==> src/rtl/uart_rx_monitor.sv <==
// ---------------------------------------------------------------------------
// uart_rx_monitor
//
// Receive-side UART stage for the SoC console line (pad_uart_tx). It
// deserialises 8N1 frames, buffers good bytes in a small FIFO and offers them
// on a valid/ready stream. It also reports framing errors and FIFO overflow.
//
// Ports:
//   clk_i        system clock
//   rst_ni       asynchronous active-low reset
//   rx_i         serial input, idle high
//   data_o       head-of-FIFO byte (registered)
//   valid_o      FIFO non-empty
//   ready_i      consumer accepts data_o when valid_o & ready_i
//   frame_err_o  one-cycle pulse when the stop bit is sampled low
//   overflow_o   sticky flag: a good byte was dropped because the FIFO was full
//   clear_i      synchronous clear of overflow_o (a new overflow wins)
//   busy_o       high while the receiver FSM is not idle
// ---------------------------------------------------------------------------
module uart_rx_monitor #(
  parameter int unsigned CLKS_PER_BIT = 1085,
  parameter int unsigned FIFO_DEPTH   = 4
) (
  input  logic       clk_i,
  input  logic       rst_ni,
  input  logic       rx_i,
  output logic [7:0] data_o,
  output logic       valid_o,
  input  logic       ready_i,
  output logic       frame_err_o,
  output logic       overflow_o,
  input  logic       clear_i,
  output logic       busy_o
);

  localparam int unsigned CNT_W = $clog2(CLKS_PER_BIT);
  localparam int unsigned AW    = $clog2(FIFO_DEPTH);

  localparam logic [CNT_W-1:0] BIT_LAST  = CNT_W'(CLKS_PER_BIT - 1);
  localparam logic [CNT_W-1:0] HALF_LAST = CNT_W'(CLKS_PER_BIT / 2 - 1);

  typedef enum logic [1:0] {
    IDLE  = 2'd0,
    START = 2'd1,
    DATA  = 2'd2,
    STOP  = 2'd3
  } state_e;

  // -------------------------------------------------------------------------
  // Input synchroniser. Both flops reset to the idle (high) line level so a
  // reset never looks like a start edge.
  // -------------------------------------------------------------------------
  logic rx_meta_q;
  logic rx_s_q;

  always_ff @(posedge clk_i or negedge rst_ni) begin
    if (!rst_ni) begin
      rx_meta_q <= 1'b1;
      rx_s_q    <= 1'b1;
    end else begin
      rx_meta_q <= rx_i;
      rx_s_q    <= rx_meta_q;
    end
  end

  // -------------------------------------------------------------------------
  // Receiver FSM
  // -------------------------------------------------------------------------
  state_e           state_q, state_d;
  logic [CNT_W-1:0] cnt_q, cnt_d;
  logic [2:0]       bit_idx_q, bit_idx_d;
  logic [7:0]       shift_q, shift_d;
  logic             push;
  logic             frame_err;

  always_ff @(posedge clk_i or negedge rst_ni) begin
    if (!rst_ni) begin
      state_q   <= IDLE;
      cnt_q     <= '0;
      bit_idx_q <= '0;
      shift_q   <= '0;
    end else begin
      state_q   <= state_d;
      cnt_q     <= cnt_d;
      bit_idx_q <= bit_idx_d;
      shift_q   <= shift_d;
    end
  end

  always_comb begin
    state_d   = state_q;
    cnt_d     = cnt_q;
    bit_idx_d = bit_idx_q;
    shift_d   = shift_q;
    push      = 1'b0;
    frame_err = 1'b0;

    unique case (state_q)
      IDLE: begin
        if (!rx_s_q) begin
          state_d = START;
          cnt_d   = '0;
        end
      end

      // Re-check the line half a bit after the falling edge; a high line here
      // means the edge was a glitch and nothing is received.
      START: begin
        if (cnt_q == HALF_LAST) begin
          cnt_d = '0;
          if (!rx_s_q) begin
            state_d   = DATA;
            bit_idx_d = '0;
          end else begin
            state_d = IDLE;
          end
        end else begin
          cnt_d = cnt_q + 1'b1;
        end
      end

      // From the start-bit midpoint, a full bit period lands on the middle
      // of each data bit. LSB arrives first.
      DATA: begin
        if (cnt_q == BIT_LAST) begin
          cnt_d              = '0;
          shift_d[bit_idx_q] = rx_s_q;
          bit_idx_d          = bit_idx_q + 3'd1;
          if (bit_idx_q == 3'd7) begin
            state_d = STOP;
          end
        end else begin
          cnt_d = cnt_q + 1'b1;
        end
      end

      STOP: begin
        if (cnt_q == BIT_LAST) begin
          cnt_d   = '0;
          state_d = IDLE;
          if (rx_s_q) begin
            push = 1'b1;
          end else begin
            frame_err = 1'b1;
          end
        end else begin
          cnt_d = cnt_q + 1'b1;
        end
      end

      default: begin
        state_d = IDLE;
      end
    endcase
  end

  // -------------------------------------------------------------------------
  // Output FIFO. Pointers carry one extra wrap bit to tell full from empty.
  // -------------------------------------------------------------------------
  logic [7:0]  mem_q [FIFO_DEPTH];
  logic [AW:0] wr_ptr_q, wr_ptr_d;
  logic [AW:0] rd_ptr_q, rd_ptr_d;
  logic [7:0]  data_q, data_d;
  logic        overflow_q, overflow_d;
  logic        empty;
  logic        full;
  logic        pop;
  logic        push_ok;
  logic        ovf_evt;

  assign empty = (wr_ptr_q == rd_ptr_q);
  assign full  = (wr_ptr_q[AW] != rd_ptr_q[AW]) &&
                 (wr_ptr_q[AW-1:0] == rd_ptr_q[AW-1:0]);

  // A pop frees a slot in the same cycle, so a push into a full FIFO that is
  // being drained is still accepted.
  assign pop     = !empty && ready_i;
  assign push_ok = push && (!full || pop);
  assign ovf_evt = push && full && !pop;

  always_comb begin
    wr_ptr_d = wr_ptr_q + (AW + 1)'(push_ok);
    rd_ptr_d = rd_ptr_q + (AW + 1)'(pop);

    // data_o is loaded from the entry the read pointer will address next.
    // The byte being written this cycle is not in memory yet, so forward it
    // when it is that entry.
    if (wr_ptr_d == rd_ptr_d) begin
      data_d = '0;
    end else if (push_ok && (wr_ptr_q[AW-1:0] == rd_ptr_d[AW-1:0])) begin
      data_d = shift_q;
    end else begin
      data_d = mem_q[rd_ptr_d[AW-1:0]];
    end

    if (ovf_evt) begin
      overflow_d = 1'b1;
    end else if (clear_i) begin
      overflow_d = 1'b0;
    end else begin
      overflow_d = overflow_q;
    end
  end

  always_ff @(posedge clk_i) begin
    if (push_ok) begin
      mem_q[wr_ptr_q[AW-1:0]] <= shift_q;
    end
  end

  always_ff @(posedge clk_i or negedge rst_ni) begin
    if (!rst_ni) begin
      wr_ptr_q   <= '0;
      rd_ptr_q   <= '0;
      data_q     <= '0;
      overflow_q <= 1'b0;
    end else begin
      wr_ptr_q   <= wr_ptr_d;
      rd_ptr_q   <= rd_ptr_d;
      data_q     <= data_d;
      overflow_q <= overflow_d;
    end
  end

  assign data_o      = data_q;
  assign valid_o     = !empty;
  assign frame_err_o = frame_err;
  assign overflow_o  = overflow_q;
  assign busy_o      = (state_q != IDLE);

endmodule
==> config.mk <==
export PLATFORM = sky130hd
export DESIGN_NAME = uart_rx_monitor
export DESIGN_NICKNAME = d
export VERILOG_FILES = /design/src/rtl/uart_rx_monitor.sv
export SDC_FILE = /design/constraint.sdc
export NUM_CORES = 1
export LEC_CHECK = 0
export CORE_AREA = 2 2 120 64
export DETAILED_ROUTE_END_ITERATION = 7
export DIE_AREA = 0 0 122 66
export PLACE_DENSITY = 0.72
export SLEW_MARGIN = 20
export SYNTH_ARGS = -nofsm -noshare
export SYNTH_HDL_FRONTEND = slang
export SYNTH_SLANG_ARGS = --single-unit
==> constraint.sdc <==
create_clock -name clk_i -period 5.7 [get_ports clk_i]
set_clock_uncertainty 0.05 [all_clocks]
set_input_delay 0.855 -clock clk_i [delete_from_list [all_inputs] [get_ports clk_i]]
set_output_delay 0.855 -clock clk_i [all_outputs]
set_load 0.05 [all_outputs]
==> metrics, run 1 <==
status complete, no violations; Area growth syn-to-layout 16.8%; RePlAce Congestion 0.853; cell taking the most area after synthesis dfrtp_1; Initial Utilization 48.1%; DR vias 2172; Startpoint Class flop; main flop type after synthesis dfrtp_1; most used standard cell by instance count after synthesis dfrtp_1; clk_lat worst skew 0.33 ns; clk sinks 73; TritonCTS clock tree yes; fin nets 298; Pwr Density roughly 280 nW/µm²; Register Area 1990 µm²; WS Path Type flop to primary output; Die W 122 µm; RSZ-0062 raised after global routing no; class of the worst hold path flop to flop; Row Count 22; critical path peak fanout 9; Required @ worst endpoint 4.80 ns; register area share after synthesis 58.9%; Slew Viols, Final 0; Detailed Place HPWL 4820 µm; Async S/R FF share, synth 56.2%; Static Leak 0.00163 µW; Chip Height approximately 66 µm; Post-CTS Resized 0; antenna fix cells 0; Synth cell types 46; Setup Buffers After CTS 0; vias in the first global route between 2k and 2.5k; gr usage total 19.6%; worst r2r dst data_o[1]; clock tree buffer depth 2; drt first-iter violations 240; slew margin rel. 38.1%; share of cells above drive strength 1 14.9%; antenna viol nets, final 0; top-area cell type share of the netlist area 28.9%; antenna violations before repair 0; worst hold path depth 0; fmax around 260 MHz; top cells by area, synth dfrtp_1 29%, edfxtp_1 28%, mux4_2 5.3%, ha_1 3.3%, mux2i_1 3.3%; CP arrival 2.95 ns; Core ar. 7020 µm²; first-pass GRT wire length 11300 µm; worst reg-to-reg setup slack 2.21 ns; WL final 6830 µm; Mapped Area 3380 µm²; WHS Endpoint rx_s_q; IO Pins 17; Ys Warns 0; worst hold start rx_meta_q; post-route setup TNS 0 ns; Critical Path End Type primary output; DP Cell Count 369; # fillers 579; largest net degree at the start of global routing 42; vias per cell ~5.6; r2r worst-path depth 10; clk root buf clkbuf_16; drc violations 0; period utilization 67.6%; fin crit period 3.85 ns; htree depth 3; TritonRoute pass-1 iters 5; CTS hold repair buffers 0; gr ovfl total 0; Avg Synthesized Cell Area 12.9 µm²; commonest cells in the netlist 39 x dfrtp_1, 32 x edfxtp_1, 22 x o21ai_0, 18 x nand2_1, 12 x nor2_1; Setup-failing EPs final 0; Non-Filler Instances 385; worst-margin pin slew approximately 0.93 ns; net count of the mapped netlist 276; Post-synth EDFFs 32; Die ar. about 8100 µm²; register bit total from synthesis 73; Peak VDD IR 0.000132 V; I/O Buffers 16; worst r2r src wr_ptr_q[1]; Worst-path clk slew ~0.05 ns; total CTS buffers 9; Max-Cap Viols 0; Mapped Cells around 260; Hold Violations, Final 0; post-DR wirelength/cell 17.8 µm; multi-input logic area 1320 µm²
[cell families (layout without fill, tap and decap cells)]
| kind of cell | count (synthesis) | after routing | synth area share, % |
|---|---|---|---|
| adder cells (fa/ha/maj) | 9 | 9 | 3.33 |
| AND/OR/NAND/NOR | 81 | 81 | 13.4 |
| multiplexers | 28 | 28 | 11.6 |
| flip-flops | 73 | 73 | 58.9 |
| buffers and inverters | 20 | 47 | 2.41 |
| XOR/XNOR | 12 | 12 | 3.11 |
| AO/OA/AOI/OAI | 39 | 39 | 7.33 |
[per-layer routing]
metal | track usage, % | part of all wire [%] | wire length, µm
met1 | 30.6 | 50 | 3410
met2 | 24.7 | 38 | 2590
met3 | 6.90 | 12 | 805
met4 | 6.75 | 0.37 | 25
met5 | 0 | 0 | 0
[through the flow]
stage | worst slack, ns | instance area [µm²] | hold WS, ns | total power [µW] | utilization (%)
2_1_floorplan | 2.76 | 3380 | 0.295 | 559 | -
3_3_place_gp | 1.83 | 3660 | 0.296 | 568 | 52.1
3_5_place_dp | 1.64 | 3660 | 0.303 | 568 | 52.1
4_1_cts | 1.87 | 3950 | 0.311 | 1120 | 56.3
5_1_grt | 1.61 | 3950 | 0.320 | 1140 | 56.3
6_report | 1.85 | 3950 | 0.309 | 1100 | 56.3
[worst max-delay path by stage]
stage,startpoint,endpoint,slack (ns),depth (start not counted)
after floorplan,cnt_q[7],frame_err_o,2.76,4
after global placement,ready_i,data_o[2],1.83,10
after detailed placement,ready_i,data_o[5],1.64,10
after CTS,cnt_q[7],frame_err_o,1.87,5
after global routing,ready_i,data_o[5],1.61,10
final,cnt_q[7],frame_err_o,1.85,5
[layout make-up]
type / instances / share of cell area, %
clock inverter: 4 / 1.11
clock buffer: 12 / 6.24
timing repair buffer: 22 / 5.07
tap: 96 / 3.04
inverter: 9 / 0.856
sequential: 73 / 50.4
multi-input combinational: 169 / 33.3
[flip-flops by register name, indices dropped and copies added, names as in the netlist, named ones only]
signal	count
data_o	8
overflow_o	1
rd_ptr_q	3
wr_ptr_q	3
rx_meta_q	1
cnt_q	11
shift_q	8
bit_idx_q	3
mem_q	32
state_q	1
rx_s_q	1
[where the power goes]
| group | switching (µW) | total [µW] | internal, µW |
|---|---|---|---|
| Sequential | 1.78 | 550 | 548 |
| Combinational | 6.02 | 8.36 | 2.34 |
| Clock | 196 | 543 | 348 |
[cell usage in the layout (no fill, tap or decap), types with 3 or more instances in the layout]
cell type and count:
xnor2_1 6, inv_1 9, nor2_1 12, mux2_2 5, a21oi_1 3, nand3_1 9, mux2_1 4, nand4_1 6
edfxtp_1 32, clkdlybuf4s50_1 15, ha_1 9, xor2_1 6, o211ai_1 3, nor3_1 9, o21ai_0 22, mux4_2 8
dfrtp_1 39, and3_1 3, nor4_1 4, mux2i_1 11, clkbuf_16 9, buf_4 6, nand2_1 18
[critical path, stage by stage (launching register included)]
cell	delay [ns]
dfrtp_1	0.45
or3_4	0.45
nor4_4	0.56
nand2_1	0.19
nor2_1	0.13
clkdlybuf4s50_1	0.84
Note: power is estimated with default switching activity, not from simulation.
==> run 2: changes to the inputs <==
--- a/config.mk
+++ b/config.mk
@@ -8,7 +8,7 @@
 export CORE_AREA = 2 2 120 64
 export DETAILED_ROUTE_END_ITERATION = 7
 export DIE_AREA = 0 0 122 66
-export PLACE_DENSITY = 0.72
+export PLACE_DENSITY = 0.74
 export SLEW_MARGIN = 20
 export SYNTH_ARGS = -nofsm -noshare
 export SYNTH_HDL_FRONTEND = slang
==> constraint.sdc (replaced) <==
create_clock -name clk_i -period 3.5 [get_ports clk_i]
set_clock_uncertainty 0.05 [all_clocks]
set_input_delay 0.525 -clock clk_i [delete_from_list [all_inputs] [get_ports clk_i]]
set_output_delay 0.525 -clock clk_i [all_outputs]
set_load 0.05 [all_outputs]
==> run 2 against run 1 <==
  * Worst hold slack worse by 0.033 ns
  * Sequential cell count stayed put
  * Worst setup slack worse by 1.7 ns
  * Final area is 1.9% higher
  * First-iteration DRC count is 21% lower
  * Die area stayed put
  * Routed wire length is 1.2% higher
  * Register-to-register slack worse by 1.7 ns
  * Final cell count is 2.1% higher
  * Critical path type unchanged
==> metrics, run 2 (synthesized netlist as in run 1, its figures left out) <==
status complete, no violations; Startpoint Class flop; Slowest-stage cell, CP clkdlybuf4s50_1; fin nets 306 (+2.7%); worst path cell trace or3_4 > nor4_4 > buf_4 > nand2_1 > nor2_1 > clkdlybuf4s50_1; Detailed Place HPWL 4940 µm (+2.3%); Register Area 1990 µm² (unchanged); post-DR wirelength/cell 17.6 µm (-0.82%); antenna fix cells 0 (unchanged); drt first-iter violations 189 (-21%); Die ar. 8050 µm² (unchanged); Crit path buffers/inverters 2 (+1); RePlAce Congestion 0.860 (+0.76%); metal3 WL 685 µm (-15%); share of cells above drive strength 1 18.2% (+3.3 points); clk sinks 73 (unchanged); Required @ worst endpoint 2.92 ns (-1.88 ns); Setup Buffers After CTS 0 (unchanged); antenna viol nets, final 0 (unchanged); Area growth syn-to-layout 19.1%; CP arrival 2.73 ns (-0.22 ns); Peak VDD IR 0.000277 V (+110%); Worst path max stage delay 0.81 ns (-0.03 ns); CP startpoint cnt_q[7]; Worst-path clk slew 0.06 ns (about the same); post-route setup TNS 0 ns (unchanged); Static Leak 0.00167 µW (+2.7%); clock tree buffer depth 2 (unchanged); gr usage total 20.2% (+0.53 points); cell count along the critical path 6 (+1); Setup-failing EPs final 0 (unchanged); total CTS buffers 9 (unchanged); drc violations 0 (unchanged); met2 WL 2620 µm (+1.0%); worst-margin pin slew 0.910 ns (-0.0194 ns); RSZ-0062 raised after global routing no; I/O Buffers 16 (unchanged); Hold Violations, Final 0 (unchanged); clk root buf clkbuf_16; highest metal used met4; most common cell after layout, fill and taps aside dfrtp_1; antenna violations before repair 0 (unchanged); Chip Height 66 µm (unchanged); DR vias 2221 (+2.3%); first-pass GRT wire length 11700 µm (+3.5%); fmax 302 MHz; Initial Utilization 48.1% (unchanged); Critical Path End Type primary output; Max-Cap Viols 0 (unchanged); Pwr Density 452 nW/µm² (+62%); vias in the first global route 2146 (+0.70%); # fillers 564 (-2.6%); largest net degree at the start of global routing 42 (unchanged); worst r2r dst data_o[3]; Die W 122 µm (unchanged); gr ovfl total 0 (unchanged); max reg flops 32 (unchanged); worst reg-to-reg setup slack 0.48 ns (-1.73 ns); TritonRoute pass-1 iters 4 (-1); r2r worst-path depth 11 (+1); WS Path Type flop to primary output; Slew Viols, Final 0 (unchanged); Worst setup endpoint frame_err_o; htree depth 3 (unchanged); worst r2r src wr_ptr_q[1]; most frequent cells in the layout 39 x dfrtp_1, 32 x edfxtp_1, 22 x o21ai_0; multi-input logic area 1320 µm² (+0.57%); WL met1 3540 µm (+3.9%); clk_lat worst skew 0.33 ns (about the same); fin crit period 3.31 ns; CP top delay family buffers and inverters; Core ar. 7020 µm² (unchanged); Row Count 22 (unchanged); IO Pins 17 (unchanged); slew margin rel. 39.3% (+1.3 points); TritonCTS clock tree yes; Util after Layout 57.3% (+1.1 points); WL final 6920 µm (+1.2%); class of the worst hold path primary input to asynchronous set/reset pin; vias per cell 5.65 (+0.17%); period utilization 94.5%; critical path peak fanout 9 (unchanged)
run 2: changes by cell type in the layout (fill, tap and decap cells not counted), sizes merged:
| cell | delta |
|---|---|
| buf | +8 |
| clkbuf | -1 |
| clkinvlp | +1 |
run 2: worst min path at each step:
stage / startpoint / end / slack (ns)
2_1_floorplan: rst_ni / asynchronous set/reset pin / 0.18
3_3_place_gp: rx_meta_q / rx_s_q / 0.30
3_5_place_dp: rx_meta_q / rx_s_q / 0.30
4_1_cts: rst_ni / state_q[0] / 0.30
5_1_grt: rx_meta_q / rx_s_q / 0.31
6_report: rst_ni / state_q[0] / 0.28
run 2: final cells by class:
class                           instances  share of cell area, %
Inverter                                9                  0.839
Clock buffer                           11                   6.03
Timing Repair Buffer                   30                   6.47
Sequential cell                        73                   49.4
Multi-Input combinational cell        169                   32.9
Clock inverter                          5                   1.40
Tap cell                               96                   2.98
run 2: where the power goes:
part	internal (µW)	switching, µW
Clock	569	342
Sequential	892	0.840
Combinational	4.57	12.1
run 2: per-layer routing:
| layer | track usage [%] | up-vias |
|---|---|---|
| met4 | 4.74 | 0 |
| li1 | - | 1046 |
| met3 | 8.19 | 10 |
| met1 | 31.4 | 1085 |
| met2 | 25.6 | 80 |
| met5 | 0 | - |
run 2: repair_timing:
item,4_1_cts,5_1_grt
hold buffers,0,0
resized for setup,0,1
endpoints found under the setup margin,0,8
run 2: per-stage QoR:
step | total power, µW | area [µm²] | worst slack (ns) | std cells | hold slack (ns)
floorplan | 911 | 3380 | 0.571 | 262 | 0.179
global placement | 926 | 3720 | 0.155 | 377 | 0.296
global route | 1880 | 4030 | 0.0936 | 393 | 0.313
finish | 1820 | 4030 | 0.194 | 393 | 0.276
CTS | 1840 | 4020 | 0.183 | 393 | 0.303
detailed placement | 926 | 3720 | 0.00127 | 377 | 0.302
